**src/rtl/acsp_pkg.sv**
```systemverilog
// Shared constants and types for the ACSP logic-capture probe: opcodes,
// response byte tables and the state enums used by the decoder and UART.
package acsp_pkg;

  localparam logic [7:0] OP_RESET    = 8'h00;
  localparam logic [7:0] OP_ARM      = 8'h01;
  localparam logic [7:0] OP_ID       = 8'h02;
  localparam logic [7:0] OP_META     = 8'h04;
  localparam logic [7:0] OP_LONG_MIN = 8'h80;

  localparam int         LONG_ARG_COUNT = 4;

  localparam int         ID_LEN = 4;
  localparam logic [7:0] ID_BYTES [ID_LEN] = '{8'h31, 8'h41, 8'h4C, 8'h53};

  localparam int         META_LEN = 14;
  localparam logic [7:0] META_NAME [6] = '{8'h01, 8'h41, 8'h43, 8'h53, 8'h50, 8'h00};
  localparam logic [7:0] META_TAG_DEPTH = 8'h21;
  localparam logic [7:0] META_TAIL [3] = '{8'h40, 8'h08, 8'h00};

  typedef enum logic [1:0] {IDLE, LONG_ARGS, CAPTURE, SEND} dec_state_e;
  typedef enum logic [1:0] {RESP_ID, RESP_CAP, RESP_META} resp_kind_e;
  typedef enum logic [1:0] {RX_IDLE, RX_START, RX_DATA, RX_STOP} rx_state_e;

  // Metadata record: name block, depth as 32-bit big-endian, sample-width block.
  function automatic logic [7:0] meta_byte(input logic [3:0] idx, input logic [31:0] depth);
    logic [7:0] b;
    b = META_TAIL[2];
    case (idx)
      4'd0:    b = META_NAME[0];
      4'd1:    b = META_NAME[1];
      4'd2:    b = META_NAME[2];
      4'd3:    b = META_NAME[3];
      4'd4:    b = META_NAME[4];
      4'd5:    b = META_NAME[5];
      4'd6:    b = META_TAG_DEPTH;
      4'd7:    b = depth[31:24];
      4'd8:    b = depth[23:16];
      4'd9:    b = depth[15:8];
      4'd10:   b = depth[7:0];
      4'd11:   b = META_TAIL[0];
      4'd12:   b = META_TAIL[1];
      default: b = META_TAIL[2];
    endcase
    return b;
  endfunction

endpackage

```
**src/rtl/acsp_uart.sv**
```systemverilog
// 8N1 UART receiver and transmitter sharing one bit-period timebase.
// tx_free is high when a new byte may be loaded, including the last clock of a stop bit.
module acsp_uart
  import acsp_pkg::*;
#(
  parameter int CLK_FREQ_HZ = 100_000_000,
  parameter int BAUD_RATE   = 9600
) (
  input  logic       clk,
  input  logic       rst_n,
  input  logic       rx,
  output logic [7:0] rx_data,
  output logic       rx_valid,
  input  logic [7:0] tx_data,
  input  logic       tx_start,
  output logic       tx_free,
  output logic       tx
);

  localparam int             BIT_CLKS  = (CLK_FREQ_HZ + BAUD_RATE / 2) / BAUD_RATE;
  localparam int             CW        = $clog2(BIT_CLKS);
  localparam logic [CW-1:0]  BIT_LAST  = CW'(BIT_CLKS - 1);
  localparam logic [CW-1:0]  HALF_LAST = CW'(BIT_CLKS / 2 - 1);

  rx_state_e     rx_state, rx_state_d;
  logic [2:0]    rx_sync;
  logic [CW-1:0] rx_cnt;
  logic [2:0]    rx_bit;
  logic [7:0]    rx_shift;
  logic          rx_tick;
  logic          rx_s;
  logic          rx_fall;

  assign rx_s    = rx_sync[1];
  assign rx_fall = !rx_sync[1] && rx_sync[2];
  assign rx_data = rx_shift;

  // NOTE: every output of a combinational block gets a default first, so no path leaves it unassigned and infers a latch.
  always_comb begin
    rx_state_d = rx_state;
    rx_tick    = 1'b0;
    unique case (rx_state)
      RX_IDLE:  if (rx_fall) rx_state_d = RX_START;
      RX_START: if (rx_cnt == HALF_LAST) begin
        rx_tick    = 1'b1;
        rx_state_d = rx_s ? RX_IDLE : RX_DATA;
      end
      RX_DATA:  if (rx_cnt == BIT_LAST) begin
        rx_tick = 1'b1;
        if (rx_bit == 3'd7) rx_state_d = RX_STOP;
      end
      RX_STOP:  if (rx_cnt == BIT_LAST) begin
        rx_tick    = 1'b1;
        rx_state_d = RX_IDLE;
      end
      default:  rx_state_d = RX_IDLE;
    endcase
  end

  // NOTE: sequential state uses non-blocking assignments so every register samples pre-edge values.
  always_ff @(posedge clk or negedge rst_n) begin
    if (!rst_n) begin
      rx_state <= RX_IDLE;
      rx_sync  <= 3'b111;
      rx_cnt   <= '0;
      rx_bit   <= '0;
      rx_shift <= '0;
      rx_valid <= 1'b0;
    end else begin
      rx_state <= rx_state_d;
      rx_sync  <= {rx_sync[1:0], rx};
      rx_valid <= 1'b0;
      if (rx_state == RX_IDLE || rx_tick) rx_cnt <= '0;
      else                                rx_cnt <= rx_cnt + 1'b1;
      if (rx_state == RX_IDLE) rx_bit <= '0;
      if (rx_tick && rx_state == RX_DATA) begin
        rx_shift <= {rx_s, rx_shift[7:1]};
        rx_bit   <= rx_bit + 1'b1;
      end
      // A low stop bit drops the frame; the falling-edge detector then waits for the line to recover.
      if (rx_tick && rx_state == RX_STOP) rx_valid <= rx_s;
    end
  end

  logic [9:0]    tx_shift;
  logic [CW-1:0] tx_cnt;
  logic [3:0]    tx_bit;
  logic          tx_busy;

  assign tx_free = !tx_busy || (tx_bit == 4'd9 && tx_cnt == BIT_LAST);
  assign tx      = tx_shift[0];

  always_ff @(posedge clk or negedge rst_n) begin
    if (!rst_n) begin
      tx_shift <= '1;
      tx_cnt   <= '0;
      tx_bit   <= '0;
      tx_busy  <= 1'b0;
    end else if (tx_start && tx_free) begin
      tx_shift <= {1'b1, tx_data, 1'b0};
      tx_cnt   <= '0;
      tx_bit   <= '0;
      tx_busy  <= 1'b1;
    end else if (tx_busy) begin
      if (tx_cnt == BIT_LAST) begin
        tx_cnt   <= '0;
        tx_shift <= {1'b1, tx_shift[9:1]};
        tx_bit   <= tx_bit + 1'b1;
        if (tx_bit == 4'd9) tx_busy <= 1'b0;
      end else begin
        tx_cnt <= tx_cnt + 1'b1;
      end
    end
  end

endmodule

```
**src/rtl/acsp_top.sv**
```systemverilog
// ACSP logic-capture probe: UART command decoder, DEPTH-sample capture RAM and response sequencer.
// Define ACSP_METADATA_EN to answer opcode 0x04 with the 14-byte metadata record.
module acsp_top
  import acsp_pkg::*;
#(
  parameter int CLK_FREQ_HZ = 100_000_000,
  parameter int BAUD_RATE   = 9600,
  parameter int DEPTH       = 16
) (
  input  logic       system_clock,
  input  logic       ext_reset,
  input  logic [7:0] dataToSample,
  input  logic       rx,
  output logic       tx
);

  localparam int            AW        = $clog2(DEPTH);
  localparam logic [AW-1:0] CAP_LAST  = AW'(DEPTH - 1);
  localparam logic [8:0]    DEPTH_LEN = 9'(DEPTH);

  logic [7:0] rx_data;
  logic       rx_valid;
  logic [7:0] tx_byte;
  logic       tx_start;
  logic       tx_free;

  acsp_uart #(
    .CLK_FREQ_HZ(CLK_FREQ_HZ),
    .BAUD_RATE  (BAUD_RATE)
  ) u_uart (
    .clk     (system_clock),
    .rst_n   (ext_reset),
    .rx      (rx),
    .rx_data (rx_data),
    .rx_valid(rx_valid),
    .tx_data (tx_byte),
    .tx_start(tx_start),
    .tx_free (tx_free),
    .tx      (tx)
  );

  dec_state_e    state, state_d;
  resp_kind_e    kind, kind_d;
  logic [1:0]    arg_cnt;
  logic [AW-1:0] cap_cnt;
  logic [8:0]    send_idx;
  logic [8:0]    resp_len;
  logic [7:0]    samp_q1, samp_q2;
  logic [7:0]    mem [DEPTH];
  logic [AW-1:0] rd_addr;
  logic          abort;

  assign abort   = rx_valid && (rx_data == OP_RESET);
  assign rd_addr = CAP_LAST - send_idx[AW-1:0];

  always_comb begin
    state_d  = state;
    kind_d   = kind;
    tx_start = 1'b0;
    unique case (state)
      IDLE: if (rx_valid) begin
        if (rx_data == OP_ID) begin
          state_d = SEND;
          kind_d  = RESP_ID;
        end else if (rx_data == OP_ARM) begin
          state_d = CAPTURE;
`ifdef ACSP_METADATA_EN
        end else if (rx_data == OP_META) begin
          state_d = SEND;
          kind_d  = RESP_META;
`endif
        end else if (rx_data >= OP_LONG_MIN) begin
          state_d = LONG_ARGS;
        end
      end
      // Arguments are counted blindly, so a 0x00 here never aborts.
      LONG_ARGS: if (rx_valid && arg_cnt == 2'(LONG_ARG_COUNT - 1)) state_d = IDLE;
      CAPTURE: begin
        if (abort) begin
          state_d = IDLE;
        end else if (cap_cnt == CAP_LAST) begin
          state_d = SEND;
          kind_d  = RESP_CAP;
        end
      end
      SEND: begin
        if (abort)                   state_d  = IDLE;
        else if (tx_free) begin
          if (send_idx == resp_len)  state_d  = IDLE;
          else                       tx_start = 1'b1;
        end
      end
      default: state_d = IDLE;
    endcase
  end

  always_ff @(posedge system_clock or negedge ext_reset) begin
    if (!ext_reset) begin
      state    <= IDLE;
      kind     <= RESP_ID;
      arg_cnt  <= '0;
      cap_cnt  <= '0;
      send_idx <= '0;
      samp_q1  <= '0;
      samp_q2  <= '0;
    end else begin
      state   <= state_d;
      kind    <= kind_d;
      samp_q1 <= dataToSample;
      samp_q2 <= samp_q1;
      if (state != LONG_ARGS) arg_cnt <= '0;
      else if (rx_valid)      arg_cnt <= arg_cnt + 1'b1;
      if (state != CAPTURE)   cap_cnt <= '0;
      else                    cap_cnt <= cap_cnt + 1'b1;
      if (state != SEND)      send_idx <= '0;
      else if (tx_start)      send_idx <= send_idx + 1'b1;
    end
  end

  // NOTE: the sample RAM has no reset so it maps onto plain RAM; every entry is rewritten before it is read.
  always_ff @(posedge system_clock) begin
    if (state == CAPTURE) mem[cap_cnt] <= samp_q2;
  end

  always_comb begin
    tx_byte  = ID_BYTES[send_idx[1:0]];
    resp_len = 9'(ID_LEN);
    case (kind)
      RESP_CAP: begin
        tx_byte  = mem[rd_addr];
        resp_len = DEPTH_LEN;
      end
`ifdef ACSP_METADATA_EN
      RESP_META: begin
        tx_byte  = meta_byte(send_idx[3:0], 32'(DEPTH));
        resp_len = 9'(META_LEN);
      end
`endif
      default: ;
    endcase
  end

endmodule

```
**config.mk**
```make
export PLATFORM = sky130hd
export DESIGN_NAME = acsp_top
export DESIGN_NICKNAME = d
export VERILOG_FILES = /design/src/rtl/acsp_pkg.sv /design/src/rtl/acsp_uart.sv /design/src/rtl/acsp_top.sv
export SDC_FILE = /design/constraint.sdc
export NUM_CORES = 1
export LEC_CHECK = 0
export BUFFER_PORTS_ARGS = -buffer_cell sky130_fd_sc_hd__buf_2
export CAP_MARGIN = 5
export CELL_PAD_IN_SITES_DETAIL_PLACEMENT = 1
export CELL_PAD_IN_SITES_GLOBAL_PLACEMENT = 1
export CORE_UTILIZATION = 55
export CTS_BUF_LIST = sky130_fd_sc_hd__clkbuf_8
export DETAILED_ROUTE_END_ITERATION = 16
export MAX_ROUTING_LAYER = met4
export PLACE_DENSITY_LB_ADDON = 0.1
export SKIP_LAST_GASP = 1
export SYNTH_ARGS = -nofsm -noshare
export SYNTH_HDL_FRONTEND = slang
export SYNTH_SLANG_ARGS = --single-unit
```
**constraint.sdc**
```tcl
create_clock -name system_clock -period 3.4 [get_ports system_clock]
set_clock_uncertainty 0.15 [all_clocks]
set_input_delay 0.68 -clock system_clock [delete_from_list [all_inputs] [get_ports system_clock]]
set_output_delay 0.68 -clock system_clock [all_outputs]
set_load 0.02 [all_outputs]
```
**Word level (Yosys, flattened, before mapping)**

Memories as Yosys holds them, arrays and structs flattened.
Index checks and enable logic that the tools add are counted.

- Add/sub/neg operators: 8
- Order comparisons: 2
- Equality and inequality tests: 34
- Muxes and demuxes: 59
- Bitwise gates (word level): 1
- Reductions and logical operators: 25

Operators by type and width:

| operator | count |
|---|---|
| 14-bit two-way mux | 4 |
| 2-bit two-way mux | 22 |
| 10-bit two-way mux | 3 |
| 14-bit by 1-bit adder with 14-bit output (second input constant) | 2 |
| 14-bit == test (second input constant) | 2 |
| 8-bit two-way mux | 3 |
| 9-bit two-way mux | 2 |
| 8-bit binary-select mux with 2-bit select | 1 |
| 4-bit two-way mux | 4 |
| 2-bit one-hot mux with 4 select lines | 2 |
| 14-bit by 13-bit == test with 1-bit output (second input constant) | 1 |
| 2-bit by 1-bit != test with 1-bit output (second input constant) | 7 |
| 1-bit two-way mux | 13 |
| 2-bit != test (second input constant) | 6 |
| 2-bit nonzero test | 6 |
| 2-bit == test (second input constant) | 5 |
| 5-bit AND reduction | 2 |
| 9-bit by 1-bit adder with 9-bit output (second input constant) | 1 |
| 9-bit == test | 1 |
| 4-bit by 1-bit adder with 4-bit output (second input constant) | 2 |
| 4-bit == test (second input constant) | 2 |
| 8-bit by 1-bit == test with 1-bit output (second input constant) | 1 |
| 8-bit by 2-bit == test with 1-bit output (second input constant) | 1 |
| 8-bit >= comparator (second input constant) | 1 |
| other kinds (22) | 35 |

- Register bits after elaboration: 95
- Bits in writable memories: 128
- Input port bits: 11
- Output and inout bits: 1
- Word-level logic and storage cells: 147
- Memories: 1

Memory list:

| name | words | width | read ports | clocked after memory_dff | wr ports | line | source |
|---|---|---|---|---|---|---|---|
| mem | 16 | 8 | 1 | 0 | 1 | acsp_top.sv:49 | `logic [7:0] mem [DEPTH];` |

**Depth between registers and ports, before layout**

- Word-level depth: 10
- Mapped depth: 12

**Cells and area by module**

Synthesis repeated with hierarchy kept, for this count alone.

- Cells, all modules: 668
- Area total of the unflattened synthesis: 9534.1 um^2

Modules (own cells, without submodules):

| module | times used | cells each | area each (um^2) | sequential area each (um^2) |
|---|---|---|---|---|
| acsp_top | 1 | 382 | 6540.0 | 4694.5 |
| acsp_uart | 1 | 286 | 2994.1 | 1491.4 |

**Worst setup path before layout**

No wires, ideal clock.

- Path kind: register -> register
- Start: reg send_idx[0]
- End: reg u_uart.tx_shift[4]
- Setup time: 0.079 ns
- Arrival: 2.418 ns
- Data required time: 3.171 ns
- Path slack: 0.753 ns
- Cell stages (with the launch flop): 13
- Buffers on the path: 5
- Period minus slack after synthesis: 2.647 ns
- Path through: dfrtp_1 > buf_2 > buf_2 > buf_2 > inv_1 > ha_1 > o2111ai_1 > and3_1 > buf_2 > a21o_1 > clkbuf_1 > o21ai_0 > o21ai_0

- Cells in the longest elaborated chain, start to end: 8
- Elaborated cells between the ends (all ways): 17
- Classes of those cells: 1 x add/sub; 1 x eq/ne; 9 x mux; 1 x bitwise; 4 x reduce/logical; 1 x memory

Ends and longest elaborated chain:

| item | line | source |
|---|---|---|
| start: declaration | acsp_top.sv:46 | `logic [8:0] send_idx;` |
| start signal: assignment | acsp_top.sv:116 | `else if (tx_start) send_idx <= send_idx + 1'b1;` |
| branches (longest 8 deep; another with memory read 16 x 8 bit) | -- |  |
| end signal: assignment | acsp_uart.sv:100 | `tx_shift <= {1'b1, tx_data, 1'b0};` |
| end signal: assignment | acsp_uart.sv:107 | `tx_shift <= {1'b1, tx_shift[9:1]};` |
| end: declaration | acsp_uart.sv:85 | `logic [9:0] tx_shift;` |

Parallel ways; which one is timed is not known. The select of a mux whose other input is x is not followed.
A chain may end at the register's enable or synchronous reset.

**Worst setup path in the final report**

- Start: reg u_uart.tx_cnt[0]
- End: reg u_uart.tx_shift[2]

- Cells in the longest elaborated chain, start to end: 9
- Elaborated cells between the ends (all ways): 11
- Classes of those cells: 1 x eq/ne; 4 x mux; 6 x reduce/logical

Ends and longest elaborated chain:

| item | line | source |
|---|---|---|
| start: declaration | acsp_uart.sv:86 | `logic [CW-1:0] tx_cnt;` |
| start signal: assignment | acsp_uart.sv:111 | `tx_cnt <= tx_cnt + 1'b1;` |
| 14-bit == test * | acsp_uart.sv:90, acsp_uart.sv:105 |  |
| 1-bit logical AND | acsp_uart.sv:90 | `assign tx_free = !tx_busy \|\| (tx_bit == 4'd9 && tx_cnt == BIT_LAST);` |
| 1-bit logical OR | acsp_uart.sv:90 |  |
| 1-bit two-way mux | acsp_top.sv:88 | `else if (tx_free) begin` |
| 1-bit two-way mux | acsp_top.sv:87 | `if (abort) state_d = IDLE;` |
| 1-bit two-way mux | acsp_top.sv:60 | `unique case (state)` |
| 1-bit logical AND | acsp_uart.sv:99 | `end else if (tx_start && tx_free) begin` |
| 2-bit nonzero test (no source line) | -- |  |
| 2-bit AND reduction (no source line) | -- |  |

Mark *: on every way between the ends. The rest lies on a longest branch, timed or not.

==> results.toml <==
[status]
status = "finished, final reports clean"

[flow_run]
maxCapViolations = 0

[floorplan]
start_util_pct = 56.8
rows = 47
coreArea_um2 = 16800
die_x_um = 134
fp.dieH_um = 134
ios = 12
dieArea_um2 = 17800

[power_and_ir_drop]
vdd_ir_drop_max_uv = 398
power.leakage_nw = 3.92
powerDensity_nw_per_um2 = 507

[yosys]
async_reset_ff_share_pct = 42.1
synth-simple-area-share_pct = 12.6
synth_top_family_by_area = "simple AND/OR/NAND/NOR gates"
synth_most_common_cell = "edfxtp_1"
synth_nets = 703
synthMuxAreaShare_pct = 9.61
synthAdderAreaFrac_pct = 2.24
syn_area_per_cell_um2 = 14.1
synth_warnings = 0
synth_area_leader_cell = "edfxtp_1"
synth_top_area_share_pct = 40.4
synth_cell_types = 64
ys_ff_latch = 221
synthXorXnorAreaFrac_pct = 3.13
synth_area_leaders = "edfxtp_1 (40%), dfrtp_1 (21%), mux4_2 (4.7%)"
synth-edff-count = 128
yosysSeqAreaShare_pct = 65.0
synth_commonest_cells = "edfxtp_1 (128), dfrtp_1 (81), nor2_1 (57)"
synth_top_flop_cell = "edfxtp_1"
synthesis.instances = 675
synth_area_um2 = 9520
synth_compound_area_share_pct = 5.06

[critical_path]
path_buf_inv = 2
worstPathMaxFanout = 13
end_kind = "flip-flop"
critical_path.max_stage_delay_ns = 0.48
crit_family = "compound AO/OA/AOI/OAI gates"
path_cells = "inv_1 > ha_1 > and4b_1 > nand4_1 > o31ai_2 > buf_4 > nand2_1 > a2111oi_0 > o21ai_0"
cp_slowest_cell = "a2111oi_0"
start_kind = "flip-flop"
cp.required_ns = 3.68
cp.arrival_ns = 2.87
worstSetupPathType = "flip-flop to flip-flop"

[sta]
tightest_slew_ns = 0.965
fin_crit_sh_pct = 76.1
max_slew_margin_pct = 35.7
fmax_ghz = 0.387
setup_viol = 0
fin_crit_ns = 2.59
slew_viol_final = 0
hold_viol_final = 0
fin_tns_setup_ns = 0
rsz0062_at_grt = "no"

[global_route]
grt-ovfl-total = 0
grt_pass1_vias = 6033
antenna_found_initial = 0
grt_max_degree = 73
grt_pass1_wl_um = 32900
grt_usage_pct = 25.3

[cells_and_area]
final_util_pct = 62.6
drive_gt1_share_pct = 17.0
fillers = 1586
layout.nets = 730
antenna_cells = 0
synthToLayoutAreaGrowth_pct = 10.2

[detailed_routing]
drtIter0Drc = 354
detail_route.wl_per_cell_um = 21.6
dr.pass1.iters = 4
num_vias = 5566
viasPerCell = 5.86
drc_errors = 0
routed_wl_um = 20500
ant_nets = 0

[place]
detailed_place_hpwl_um = 13600
gp_congestion = 0.802
port_buffers = 11

[clock_tree]
root_buffer = "clkbuf_8"
insertion_delay_ns = 0.53
cts.path.max_buffers = 3
cts.sinks = 221
cts_tree = "built"
post-cts-setup-buffers = 0
htreeDepth = 2
cts_hold_buf = 0
cts-resized-gates = 0
cts-buffers-inserted = 37
clkTransAtPathRegs_ns = 0.06

[hold_path]
hold_class = "input port to flip-flop"
## sequential cells by signal, summed over array words and instances (netlist names), named ones only
signal	cells
arg_cnt	2
cap_cnt	4
kind	1
mem	128
samp_q1	8
samp_q2	8
send_idx	9
state	2
u_uart.rx_bit	3
u_uart.rx_cnt	14
u_uart.rx_data	8
u_uart.rx_state	1
u_uart.rx_sync	3
u_uart.rx_valid	1
u_uart.tx_bit	4
u_uart.tx_busy	1
u_uart.tx_cnt	14
u_uart.tx_shift	9
## per-stage QoR
stage / power, W / hold WS [ns] / instances / setup WS [ns] / cell area (µm²)
6_report: 0.00531 / 0.112 / 950 / 0.813 / 10500
5_1_grt: 0.00550 / 0.0793 / 950 / 0.554 / 10500
4_1_cts: 0.00537 / 0.0816 / 950 / 0.806 / 10500
3_5_place_dp: 0.00314 / 0.189 / 883 / 0.794 / 9770
3_3_place_gp: 0.00312 / 0.182 / 883 / 0.919 / 9770
2_1_floorplan: 0.00307 / 0.181 / 675 / 0.753 / 9520
## worst paths after layout
check	start	to	slack, ns	cells past startpoint
max in group asynchronous	ext_reset	samp_q1[7]	2.16	2
worst max register to register	u_uart.tx_cnt[0]	u_uart.tx_shift[2]	0.81	9
worst min register to register	samp_q1[0]	samp_q2[0]	0.20	0
worst max-delay path	u_uart.tx_cnt[0]	u_uart.tx_shift[2]	0.81	9
min in group asynchronous	ext_reset	send_idx[3]	0.13	1
worst min-delay path	dataToSample[5]	samp_q1[5]	0.11	1
## cells in the final DEF, fill, tap and decap left out, types with 5 or more instances in the layout
master      n
inv_1      32
buf_2      10
edfxtp_1  128
dfrtp_1    79
nor3b_1     9
xnor2_1    15
a22oi_1     7
buf_4       7
nand2_1    43
xor2_1     19
nand3_1    19
and2_1     19
nor3_1     10
o21ai_0    18
mux2_4      8
mux4_2     20
clkbuf_8   45
mux2i_1    31
ha_1       17
nor2b_1    10
or3_1       5
a21oi_1    23
nor2_1     57
and3_1      7
a22o_1      5
nand4_1    11
dfstp_2    12
## where the power goes
group / total, W / leakage (nW) / switching, W / internal (W)
Sequential: 0.00295 / 2.36 / 0.0000661 / 0.00289
Clock: 0.00223 / 0.427 / 0.00102 / 0.00120
Combinational: 0.000135 / 1.13 / 0.0000795 / 0.0000558
## kinds of logic (layout without fill, tap and decap cells)
group,count (synthesis),in the layout
DFF,221,221
and+or+nand+nor,220,220
AOI/OAI and AO/OA,75,75
muxes,61,61
buffers and inverters,47,102
xor gates and xnor gates,34,34
adders and majority gates,17,17
## worst reg2reg max path, delay by kind of cell (launching register included)
| family | cells | cell delay (ns) |
|---|---|---|
| flops | 1 | 0.41 |
| simple gates | 3 | 0.59 |
| compound gates | 3 | 0.88 |
| buf+inv | 2 | 0.31 |
| fa+ha+maj | 1 | 0.15 |
## final cells by class
class / instances / area, µm² / area share [%]
clock inverter: 22 / 98.8 / 0.942
sequential: 221 / 6190 / 59.0
timing repair buffer: 19 / 143 / 1.36
tap: 220 / 275 / 2.62
clock buffer: 45 / 619 / 5.90
multi-input combinational: 407 / 3110 / 29.6
inverter: 16 / 60.1 / 0.573
## layer usage
layer	GRT usage, %	wire, µm
met5	-	0
met4	8.52	523
met3	5.10	1150
met2	39.0	9840
met1	33.9	9030
Power figures use the tool's default switching activity.
